[config.mk]
export PLATFORM = sky130hd
export DESIGN_NAME = leb128_stream_decoder
export DESIGN_NICKNAME = d
export VERILOG_FILES = /design/src/rtl/leb128_pkg.sv /design/src/rtl/leb128_sign_ext.sv /design/src/rtl/leb128_stream_decoder.sv
export SDC_FILE = /design/constraint.sdc
export NUM_CORES = 1
export LEC_CHECK = 0
export CAP_MARGIN = 20
export CORE_ASPECT_RATIO = 1.2
export CORE_MARGIN = 5
export CORE_UTILIZATION = 49
export DETAILED_ROUTE_END_ITERATION = 7
export PLACE_DENSITY = 0.83
export SYNTH_ARGS = -nofsm -noshare
export SYNTH_HDL_FRONTEND = slang
export SYNTH_SLANG_ARGS = --single-unit
export TNS_END_PERCENT = 1
[constraint.sdc]
create_clock -name clk -period 2.4 [get_ports clk]
set_input_delay 0.72 -clock clk [delete_from_list [all_inputs] [get_ports clk]]
set_output_delay 0.72 -clock clk [all_outputs]
set_load 0.005 [all_outputs]
[src/rtl/leb128_pkg.sv]
// -----------------------------------------------------------------------------
// leb128_pkg
// Shared definitions for the LEB128 decoder (and any future encoder):
//   - state_t      : decoder FSM states (accumulate, skip overlong tail, output)
//   - leb128_maxb  : maximum legal bytes per encoding for a W-bit result
//   - leb128_lw    : width of a byte counter that can hold 0..MAXB+1
// -----------------------------------------------------------------------------
package leb128_pkg;

   typedef enum logic [1:0] {
      S_ACC  = 2'd0,
      S_SKIP = 2'd1,
      S_OUT  = 2'd2
   } state_t;

   // ceil(w/7): every byte carries 7 payload bits
   function automatic int leb128_maxb(input int w);
      return (w + 6) / 7;
   endfunction

   // Counter must reach MAXB+1 (the saturated overlong length)
   function automatic int leb128_lw(input int w);
      return $clog2(leb128_maxb(w) + 2);
   endfunction

endpackage

[src/rtl/leb128_sign_ext.sv]
// -----------------------------------------------------------------------------
// leb128_sign_ext
// Combinational finishing stage for the terminating byte of an encoding.
// Ports:
//   i_acc   [W]   accumulator with the terminating chunk already merged in
//   i_cnt   [LW]  total bytes of this encoding, including the terminating one
//   i_chunk [7]   payload bits of the terminating byte
//   o_value [W]   i_acc, sign-extended above bit 7*i_cnt when SIGNED and chunk bit6
//   o_ovf         terminating byte at index MAXB-1 carries bits that do not fit W
// -----------------------------------------------------------------------------
module leb128_sign_ext
   import leb128_pkg::*;
#(
   parameter int W      = 64,
   parameter int SIGNED = 0,
   parameter int MAXB   = leb128_maxb(W),
   parameter int LW     = leb128_lw(W)
) (
   input  logic [W-1:0]  i_acc,
   input  logic [LW-1:0] i_cnt,
   input  logic [6:0]    i_chunk,
   output logic [W-1:0]  o_value,
   output logic          o_ovf
);

   // Position, inside the last legal chunk, of result bit W-1
   localparam int TOPPOS = W - 1 - 7 * (MAXB - 1);

   always_comb begin
      o_value = i_acc;
      // Fill every bit at or above 7*cnt; nothing to do once 7*cnt >= W
      if (SIGNED != 0 && i_chunk[6]) begin
         for (int b = 0; b < W; b++) begin
            if (b >= 7 * int'(i_cnt)) o_value[b] = 1'b1;
         end
      end

      // Chunk bits above TOPPOS fall outside W: unsigned needs them zero,
      // signed needs them to replicate the result's sign bit.
      o_ovf = 1'b0;
      if (int'(i_cnt) == MAXB) begin
         for (int j = TOPPOS + 1; j < 7; j++) begin
            if (SIGNED != 0) begin
               if (i_chunk[j] != i_chunk[TOPPOS]) o_ovf = 1'b1;
            end else begin
               if (i_chunk[j]) o_ovf = 1'b1;
            end
         end
      end
   end

endmodule

[src/rtl/leb128_stream_decoder.sv]
// -----------------------------------------------------------------------------
// leb128_stream_decoder
// Byte-serial ULEB128/SLEB128 decoder. One encoded byte per cycle in, one
// decoded word per terminated encoding out.
// Ports:
//   clk, rst        clock, synchronous active-high reset
//   in_data  [8]    encoded byte (bit7 continuation, bits6:0 payload)
//   in_valid/ready  input byte handshake
//   out_data [W]    decoded value (meaningless when out_err=1)
//   out_len  [LW]   bytes of this encoding, saturating at MAXB+1
//   out_err         overlong encoding or value does not fit W
//   out_valid/ready result handshake
//   dbg_state [2]   current FSM state (state_t encoding)
// Handshake: a transfer happens on a rising edge where valid and ready are
// both high; a valid source holds its data until that edge. in_ready depends
// only on the registered state, never on out_ready.
// -----------------------------------------------------------------------------
module leb128_stream_decoder
   import leb128_pkg::*;
#(
   parameter int W      = 64,
   parameter int SIGNED = 0,
   parameter int MAXB   = leb128_maxb(W),
   parameter int LW     = leb128_lw(W)
) (
   input  logic          clk,
   input  logic          rst,
   input  logic [7:0]    in_data,
   input  logic          in_valid,
   output logic          in_ready,
   output logic [W-1:0]  out_data,
   output logic [LW-1:0] out_len,
   output logic          out_err,
   output logic          out_valid,
   input  logic          out_ready,
   output logic [1:0]    dbg_state
);

   state_t        r_state, w_state_nxt;
   logic [W-1:0]  r_acc, w_acc_nxt;
   logic [LW-1:0] r_cnt, w_cnt_nxt;
   logic          r_err, w_err_nxt;

   logic [W-1:0]  w_chunk_pos;
   logic [W-1:0]  w_merged;
   logic [W-1:0]  w_ext;
   logic [LW-1:0] w_cnt_inc;
   logic          w_ovf;

   // Payload bits shifted past W are dropped by the W-bit result
   assign w_chunk_pos = W'(in_data[6:0]) << (7 * int'(r_cnt));
   assign w_merged    = r_acc | w_chunk_pos;
   assign w_cnt_inc   = r_cnt + LW'(1);

   leb128_sign_ext #(
      .W      (W),
      .SIGNED (SIGNED),
      .MAXB   (MAXB),
      .LW     (LW)
   ) u_sign_ext (
      .i_acc   (w_merged),
      .i_cnt   (w_cnt_inc),
      .i_chunk (in_data[6:0]),
      .o_value (w_ext),
      .o_ovf   (w_ovf)
   );

   always_comb begin
      w_state_nxt = r_state;
      w_acc_nxt   = r_acc;
      w_cnt_nxt   = r_cnt;
      w_err_nxt   = r_err;
      case (r_state)
         S_ACC: begin
            if (in_valid) begin
               w_cnt_nxt = w_cnt_inc;
               if (!in_data[7]) begin
                  w_acc_nxt   = w_ext;
                  w_err_nxt   = w_ovf;
                  w_state_nxt = S_OUT;
               end else begin
                  w_acc_nxt = w_merged;
                  // Continuation on the last legal byte: encoding is overlong
                  if (int'(w_cnt_inc) == MAXB) begin
                     w_err_nxt   = 1'b1;
                     w_state_nxt = S_SKIP;
                  end
               end
            end
         end
         S_SKIP: begin
            if (in_valid) begin
               if (int'(r_cnt) != MAXB + 1) w_cnt_nxt = w_cnt_inc;
               if (!in_data[7]) w_state_nxt = S_OUT;
            end
         end
         S_OUT: begin
            if (out_ready) begin
               w_acc_nxt   = '0;
               w_cnt_nxt   = '0;
               w_err_nxt   = 1'b0;
               w_state_nxt = S_ACC;
            end
         end
         default: w_state_nxt = S_ACC;
      endcase
   end

   always_ff @(posedge clk) begin
      if (rst) begin
         r_state <= S_ACC;
         r_acc   <= '0;
         r_cnt   <= '0;
         r_err   <= 1'b0;
      end else begin
         r_state <= w_state_nxt;
         r_acc   <= w_acc_nxt;
         r_cnt   <= w_cnt_nxt;
         r_err   <= w_err_nxt;
      end
   end

   assign in_ready  = (r_state != S_OUT);
   assign out_valid = (r_state == S_OUT);
   assign out_data  = r_acc;
   assign out_len   = r_cnt;
   assign out_err   = r_err;
   assign dbg_state = r_state;

endmodule

==> impl_metrics.tcl, run 1 <==
set metrics [dict create \
    leakage_nw 1.36 \
    yosysSeqAreaShare 0.550 \
    hold_slack_ps 468 \
    crit_type "reg2out" \
    p_int_mw 1.77 \
    drv_slew 0 \
    fmax_ghz 0.439 \
    initial_utilization 0.495 \
    grt_pass1_wl_mm 11.8 \
    synthDistinctLibCells 34 \
    p_sw_mw 0.562 \
    critical_path_buf_inv_count 1 \
    tns_ps 0 \
    avgViaCountPerCell 5.60 \
    cts.repair.resized 0 \
    power.density_nw_per_um2 626 \
    status "complete, no violations" \
    required_ps 1680 \
    path_max_fanout 7 \
    cts_setup_buffers 0 \
    clock-sinks 71 \
    die_y_um 89.6 \
    tightest_slew_ps 484 \
    syn-cell-area_um2 2580 \
    clock_skew_ps 5.43 \
    relSlewSlack 0.677 \
    hold_path_class "reg2reg" \
    num_rows 29 \
    rsz0062_at_grt "no" \
    share_clk_of_total_power 0.373 \
    fin_crit_ps 2280 \
    numPortBuffers 84 \
    clkTransAtPathRegs_ps 70 \
    layout.cells.non_filler 433 \
    yosys-top-cells-area "dfxtp_1, a31oi_1, nor2_1" \
    grt_pass1_vias 2359 \
    yosysWarnings 0 \
    dp.cells 417 \
    final_antenna_net_count 0 \
    setup_viol 0 \
    syn_to_final_growth_pct 43.9 \
    final_cell_mix "clkdlybuf4s50_1, dfxtp_1, nor2_1, a31oi_1" \
    cpPeakStageDelay_ps 540 \
    tritoncts "yes" \
    drt_wl_total_mm 7.50 \
    combinationalPowerShare 0.102 \
    root_buffer "clkbuf_8" \
    pre_cts_ws_ps 46.3 \
    gp_congestion 0.839 \
    cp-end-kind "output port" \
    final_common_cell "clkdlybuf4s50_1" \
    maxCapViolCount 0 \
    overflow 0 \
    clock_latency_ps 340 \
    layout_setup_ws_ps 120 \
    layout-drive-gt1-share 0.108 \
    grt_antenna_before_repair 0 \
    ctsHoldBuffers 0 \
    p_total_mw 2.33 \
    core_area_um2 5230 \
    synth_fp_nets 297 \
    cts_max_path_buffers 2 \
    vias 2424 \
    critPathTopFamily "buffers and inverters" \
    synth_top_area_cell "dfxtp_1" \
    hpwl_mm 5.23 \
    synthCells 283 \
    htreeDepth 3 \
    crit_chain "nor2b_2 > clkdlybuf4s50_1" \
    drtIter0Drc 192 \
    critical_path_arrival_ps 1560 \
    grt_max_degree 45 \
    cts_made_buffers 9 \
    io_pins 85 \
    postSynthAreaPerCell_um2 9.13 \
    p_seq_frac 0.525 \
    p_sw_frac 0.241 \
    die_area_um2 6830 \
    ys_seq_elements 71 \
    dr.pass1.iters 4 \
    wl_per_cell_um 17.3 \
    drc 0 \
    synth_top_area_frac 0.550 \
    cp-start-kind "flip-flop" \
    track_usage 0.220 \
    hold_violations 0 \
    period_share 0.950 \
    vdd_ir_drop_max_v 0.000386 \
    nNetsFinal 380 \
    die_width_um 76.3 \
    cpMaxStageDelayCell "clkdlybuf4s50_1" \
]
## power groups by stage
stage                     clock, mW  combinational, mW  sequential, mW
after floorplan                   0              0.124            1.25
after global placement            0              0.232            1.25
after detailed placement          0              0.235            1.25
after CTS                     0.885              0.237            1.22
after global routing          0.941              0.254            1.22
final                         0.868              0.238            1.22
## state kept, by name, summed over array words and instances (netlist names)
register   count
out_err        1
out_len        4
out_data      64
dbg_state      2
## through the flow
stage / utilization / instance area, um2
floorplan: - / 2580
global placement: 0.676 / 3530
finish: 0.712 / 3720
detailed placement: 0.676 / 3530
global route: 0.711 / 3720
CTS: 0.711 / 3710
## cell type report
cell class              instances  area, um2
fillers                       405       1510
flip-flops and latches         71       1420
multi-input cells             181       1010
repair buffers                100       1010
clock buffers                  12        165
well taps                      62       77.6
clock inverters                 3       17.5
inverters                       3       11.3
diodes                          1       2.50
## worst reg2reg max path: cells and delay by family (launching register included)
family / cells / cell delay [ps]
flops: 1 / 590
compound gates: 3 / 400
fa+ha+maj: 1 / 320
simple gates: 2 / 440
## synthesized netlist by cell type
master     number
o22a_1          1
a211o_1         1
ha_1            2
nand2_1         7
o21ai_1         2
nor3_1          2
or3b_1          1
buf_6           1
nor2_2          1
a211oi_1        3
nand4b_1        1
a22o_1          1
buf_2          14
nor2_1         71
o21a_1          1
nor2b_1         3
and3_1          1
o21ai_0         1
a2111oi_4       1
buf_4           5
a31oi_1        59
nor4_1          1
a21oi_1        10
and2_1          3
inv_1           3
nand2b_1        2
clkbuf_1        7
mux2i_1         1
dfxtp_1        71
nand3b_1        1
a21o_1          1
nand2b_4        1
buf_1           1
nor3_4          2
## per-layer routing
metal	vias to the layer above	share of wire	global-route usage	routed length (um)
met5	-	0	0	0
met4	0	0.036	0.157	269
met3	22	0.092	0.0444	688
met2	132	0.49	0.361	3660
met1	1110	0.38	0.260	2880
li1	1160	-	-	-
## cells by family after synthesis
kind of cell,share of synthesized area
AND/OR/NAND/NOR,0.171
multiplexers,0.00387
buffers and inverters,0.0620
adder cells (fa/ha/maj),0.00968
AO/OA/AOI/OAI,0.203
flip-flops,0.550
## path summary, 6_finish.rpt
path	startpoint	end	slack, ps	depth (start not counted)
max reg2reg	out_len[0]	out_err	590	6
max	dbg_state[1]	out_valid	120	2
min	out_data[10]	out_data[10]	470	2
min reg2reg	out_data[10]	out_data[10]	470	2
No activity file was read; power rests on OpenSTA's default activity.
==> run 2, diff against run 1 <==
--- a/config.mk
+++ b/config.mk
@@ -8,9 +8,9 @@
 export CAP_MARGIN = 20
 export CORE_ASPECT_RATIO = 1.2
 export CORE_MARGIN = 5
-export CORE_UTILIZATION = 49
+export CORE_UTILIZATION = 45
 export DETAILED_ROUTE_END_ITERATION = 7
-export PLACE_DENSITY = 0.83
+export PLACE_DENSITY = 0.77
 export SYNTH_ARGS = -nofsm -noshare
 export SYNTH_HDL_FRONTEND = slang
 export SYNTH_SLANG_ARGS = --single-unit
==> constraint.sdc (replaced) <==
create_clock -name clk -period 2.5 [get_ports clk]
set_input_delay 0.75 -clock clk [delete_from_list [all_inputs] [get_ports clk]]
set_output_delay 0.75 -clock clk [all_outputs]
set_load 0.005 [all_outputs]
==> run 2 against run 1 <==
- via count grew 0.99%
- power grew 9.5%
- clock power grew 32%
- first-iteration DRC count grew 1.0%
- register-to-register slack gained 110 ps
- sequential power shrank 4%
- hold slack gained 3.7 ps
- global-route usage shrank 1.1 points
- sequential cell count is the same
- final area grew 1.5%
- wire length grew 0.19%
- die area grew 7.8%
- critical endpoint unchanged
==> impl_metrics.tcl, run 2 (synthesis results as in run 1) <==
set metrics [dict create \
    grt_max_degree 40 \
    grt_antenna_before_repair 0 \
    cpPeakStageDelay_ps 570 \
    power.density_nw_per_um2 675 \
    final_cell_mix "clkdlybuf4s50_1, dfxtp_1, nor2_1, a31oi_1, buf_4" \
    required_ps 1750 \
    drv_slew 0 \
    hold_path_class "reg2reg" \
    clock_skew_ps 7.20 \
    period_share 0.944 \
    wl_per_cell_um 17.3 \
    p_sw_frac 0.232 \
    clkTransAtPathRegs_ps 80 \
    dr.pass1.iters 4 \
    cp-start-kind "flip-flop" \
    largest_reg_flops 64 \
    core_area_um2 5630 \
    htreeDepth 3 \
    clock_latency_ps 340 \
    cp-end-kind "output port" \
    tritoncts "yes" \
    relSlewSlack 0.625 \
    share_clk_of_total_power 0.451 \
    status "complete, no violations" \
    tns_ps 0 \
    path_max_fanout 7 \
    io_pins 85 \
    numPortBuffers 84 \
    clock-sinks 71 \
    nNetsFinal 380 \
    die_area_um2 7370 \
    grt_pass1_wl_mm 12.0 \
    vdd_ir_drop_max_v 0.000451 \
    p_int_mw 1.96 \
    ctsHoldBuffers 0 \
    seq_area_um2 1420 \
    dpl-instance-area_um2 3520 \
    cpMaxStageDelayCell "clkdlybuf4s50_1" \
    overflow 0 \
    layout-drive-gt1-share 0.108 \
    hold_violations 0 \
    num_rows 30 \
    initial_utilization 0.459 \
    final_common_cell "clkdlybuf4s50_1" \
    crit_type "reg2out" \
    fmax_ghz 0.424 \
    maxCapViolCount 0 \
    fin_crit_ps 2360 \
    critical_path_arrival_ps 1610 \
    root_buffer "clkbuf_8" \
    tightest_slew_ps 561 \
    final_antenna_net_count 0 \
    combinationalPowerShare 0.090 \
    rsz0062_at_grt "no" \
    syn_to_final_growth_pct 46.0 \
    cts_made_buffers 9 \
    cts.repair.resized 0 \
    drtIter0Drc 194 \
    final_area_um2 3770 \
    die_width_um 79.2 \
    final_util 0.670 \
    antenna_cells 0 \
    layout_setup_ws_ps 140 \
    setup_viol 0 \
    p_sw_mw 0.591 \
    vias 2448 \
    leakage_nw 1.39 \
    cts_setup_buffers 0 \
    die_y_um 93.0 \
    p_seq_frac 0.460 \
    track_usage 0.209 \
    pre_cts_ws_ps 147 \
    fillers 474 \
    avgViaCountPerCell 5.63 \
    cts_max_path_buffers 2 \
    hpwl_mm 5.15 \
    gp_congestion 0.792 \
    drt_wl_total_mm 7.51 \
    drc 0 \
    crit_chain "nor2b_1 > clkdlybuf4s50_1" \
    grt_pass1_vias 2340 \
    multiInputGateArea_um2 1010 \
]
==> run 2: cell types whose count changed in the layout (fill, tap and decap cells not counted) <==
cell,change
buf_12,-1
buf_4,+1
bufinv_16,+3
clkbuf_8,-2
clkinv_2,-2
diode_2,-1
inv_6,+2
nor2b_1,+1
nor2b_2,-1
==> run 2: worst max-delay path, delay by kind of cell, from the launching register on <==
kind | cells | cell delay [ps]
AND/OR/NAND/NOR | 1 | 300
buffers and inverters | 1 | 570
flip-flops | 1 | 410
==> run 2: through the flow <==
| step | hold slack [ps] | instances | total power, mW |
|---|---|---|---|
| floorplan | 460 | 283 | 1.32 |
| global placement | 446 | 419 | 1.42 |
| detailed placement | 458 | 419 | 1.42 |
| CTS | 475 | 435 | 2.56 |
| global route | 499 | 435 | 2.64 |
| finish | 472 | 435 | 2.55 |
==> run 2: path summary, 6_finish.rpt <==
kind	start	to	slack [ps]	depth (start not counted)
worst max-delay path	dbg_state[1]	out_valid	140	2
worst min-delay path	out_data[0]	out_data[0]	470	2
worst max register to register	out_len[0]	out_err	700	6
worst min register to register	out_data[0]	out_data[0]	470	2
==> run 2: power by group through the flow <==
stage	Combinational [mW]	Clock (mW)	Sequential, mW
2_1_floorplan	0.119	0	1.20
3_3_place_gp	0.224	0	1.20
3_5_place_dp	0.227	0	1.20
4_1_cts	0.228	1.16	1.17
5_1_grt	0.246	1.22	1.18
6_report	0.229	1.15	1.17
==> run 2: area by class of cell <==
type,instances,area share
flip-flops and latches,71,0.377
clock inverters,6,0.0305
inverters,3,0.00298
multi-input cells,181,0.268
well taps,64,0.0212
repair buffers,100,0.265
clock buffers,10,0.0365
==> run 2: routing by layer <==
layer	vias to the layer above	track usage	share of wire	routed length [um]
li1	1159	-	-	-
met5	-	0	0	0
met3	12	0.0539	0.074	554
met2	108	0.346	0.49	3700
met1	1169	0.259	0.42	3140
met4	0	0.0802	0.015	114
==> run 3, diff against run 2 <==
--- a/config.mk
+++ b/config.mk
@@ -6,11 +6,14 @@
 export NUM_CORES = 1
 export LEC_CHECK = 0
 export CAP_MARGIN = 20
+export CELL_PAD_IN_SITES_DETAIL_PLACEMENT = 1
+export CELL_PAD_IN_SITES_GLOBAL_PLACEMENT = 2
 export CORE_ASPECT_RATIO = 1.2
 export CORE_MARGIN = 5
-export CORE_UTILIZATION = 45
+export CORE_UTILIZATION = 26
 export DETAILED_ROUTE_END_ITERATION = 7
-export PLACE_DENSITY = 0.77
+export GPL_TIMING_DRIVEN = 0
+export PLACE_DENSITY = 0.76
 export SYNTH_ARGS = -nofsm -noshare
 export SYNTH_HDL_FRONTEND = slang
 export SYNTH_SLANG_ARGS = --single-unit
==> run 3 against run 2 <==
- critical path type unchanged
- critical endpoint unchanged
- power shrank 1.5%
- hold slack lost 8.7 ps
- sequential share of layout area grew 0.23 points
- worst setup slack gained 22 ps
- sequential power is essentially flat
- first-iteration DRC count shrank 58%
- global-route usage shrank 6.2 points
- via count shrank 2.7%
- non-clock buffer count grew 4
- fmax grew 0.94%
==> impl_metrics.tcl, run 3 (synthesis results as in run 1) <==
set metrics [dict create \
    leakage_nw 1.36 \
    tritoncts "yes" \
    grt_pass1_wl_mm 13.6 \
    share_clk_of_total_power 0.447 \
    clock_skew_ps 7.06 \
    fin_crit_ps 2340 \
    critPathTopFamily "buffers and inverters" \
    cts_max_path_buffers 2 \
    drtIter0Drc 81 \
    clock-sinks 71 \
    syn_to_final_growth_pct 45.3 \
    tns_ps 0 \
    period_share 0.935 \
    critical_path_buf_inv_count 1 \
    p_seq_frac 0.468 \
    hpwl_mm 6.03 \
    crit_type "reg2out" \
    rsz0062_at_grt "no" \
    clock_latency_ps 330 \
    cts_setup_buffers 0 \
    hold_path_class "reg2reg" \
    vdd_ir_drop_max_v 0.000286 \
    grt_max_degree 11 \
    wl_per_cell_um 17.3 \
    drc 0 \
    root_buffer "clkbuf_16" \
    required_ps 1750 \
    cp-end-kind "output port" \
    drv_slew 0 \
    final_area_um2 3750 \
    overflow 0 \
    largest_reg_flops 64 \
    p_int_mw 1.93 \
    core_area_um2 9610 \
    dr.pass1.iters 4 \
    avgViaCountPerCell 4.81 \
    fmax_ghz 0.428 \
    relSlewSlack 0.486 \
    power.density_nw_per_um2 669 \
    die_y_um 119 \
    die_width_um 101 \
    numPortBuffers 76 \
    grt_pass1_vias 2532 \
    cp-start-kind "flip-flop" \
    vias 2381 \
    path_max_fanout 7 \
    critical_path_arrival_ps 1590 \
    hold_slack_ps 463 \
    layout-drive-gt1-share 0.0995 \
    cts_made_buffers 9 \
    tightest_slew_ps 768 \
    pre_cts_ws_ps -64.7 \
    track_usage 0.147 \
    dpl-instance-area_um2 3500 \
    initial_utilization 0.269 \
    num_rows 39 \
    final_common_cell "clkdlybuf4s50_1" \
    p_sw_frac 0.232 \
    status "complete, no violations" \
    io_pins 85 \
    ctsHoldBuffers 0 \
    layout_setup_ws_ps 162 \
    clkTransAtPathRegs_ps 50 \
    cpMaxStageDelayCell "clkdlybuf4s50_1" \
    cpPeakStageDelay_ps 560 \
    final_antenna_net_count 0 \
    maxCapViolCount 0 \
    combinationalPowerShare 0.085 \
    gp_congestion 0.760 \
    die_area_um2 12000 \
    nNetsFinal 384 \
    antenna_cells 0 \
    crit_chain "nor2b_1 > clkdlybuf4s50_1" \
    hold_violations 0 \
    drt_wl_total_mm 8.54 \
    setup_viol 0 \
    grt_antenna_before_repair 0 \
    p_sw_mw 0.583 \
    final_cell_mix "clkdlybuf4s50_1, nor2_1, dfxtp_1, a31oi_1, buf_2" \
    htreeDepth 3 \
]
-- run 3: layout make-up --
class	instances	area, um2
Inverter	3	11.3
Tap cell	123	154
Clock buffer	12	246
Timing Repair Buffer	76	761
Fill cell	1117	5860
Multi-Input combinational cell	181	1000
Buffer	28	149
Clock inverter	1	7.51
Sequential cell	71	1420
-- run 3: final timing paths --
path              slack [ps]          from  depth (start not counted)           end
setup / recovery         160  dbg_state[1]                          2     out_valid
hold / removal           460   out_data[3]                          2   out_data[3]
setup reg to reg         600    out_len[2]                          5  out_data[27]
hold reg to reg          460   out_data[3]                          2   out_data[3]
-- run 3: power by group through the flow --
stage,clock network (mW),logic [mW],registers (mW)
after global routing,1.21,0.236,1.18
after global placement,0,0.214,1.20
after floorplan,0,0.119,1.20
after CTS,1.16,0.219,1.17
after detailed placement,0,0.218,1.20
final,1.12,0.214,1.17
-- run 3: timing repair --
| action | 4_1_cts | 5_1_grt |
|---|---|---|
| hold endpoints to repair | 0 | 0 |
| setup endpoints to repair | 0 | 1 |
| gates resized for setup | 0 | 1 |
-- run 3: stage by stage --
step	power, mW	std cells	utilization
after floorplan	1.32	283	-
after global placement	1.41	482	0.364
after detailed placement	1.42	482	0.364
after CTS	2.55	495	0.390
after global routing	2.62	495	0.391
final	2.51	495	0.391
-- run 3: worst register-to-register path, stage by stage (launching register included) --
cell      delay, ps
dfxtp_1         310
clkbuf_1        180
nor2_1          630
clkbuf_1        440
a31oi_1         160
nor2_1          120
-- run 3: per-layer routing --
metal | vias up | share of wire | track usage
met5 | - | 0 | 0
met4 | 0 | 0.018 | 0.0599
met3 | 14 | 0.056 | 0.0409
met2 | 54 | 0.48 | 0.238
met1 | 1142 | 0.44 | 0.183
li1 | 1171 | - | -
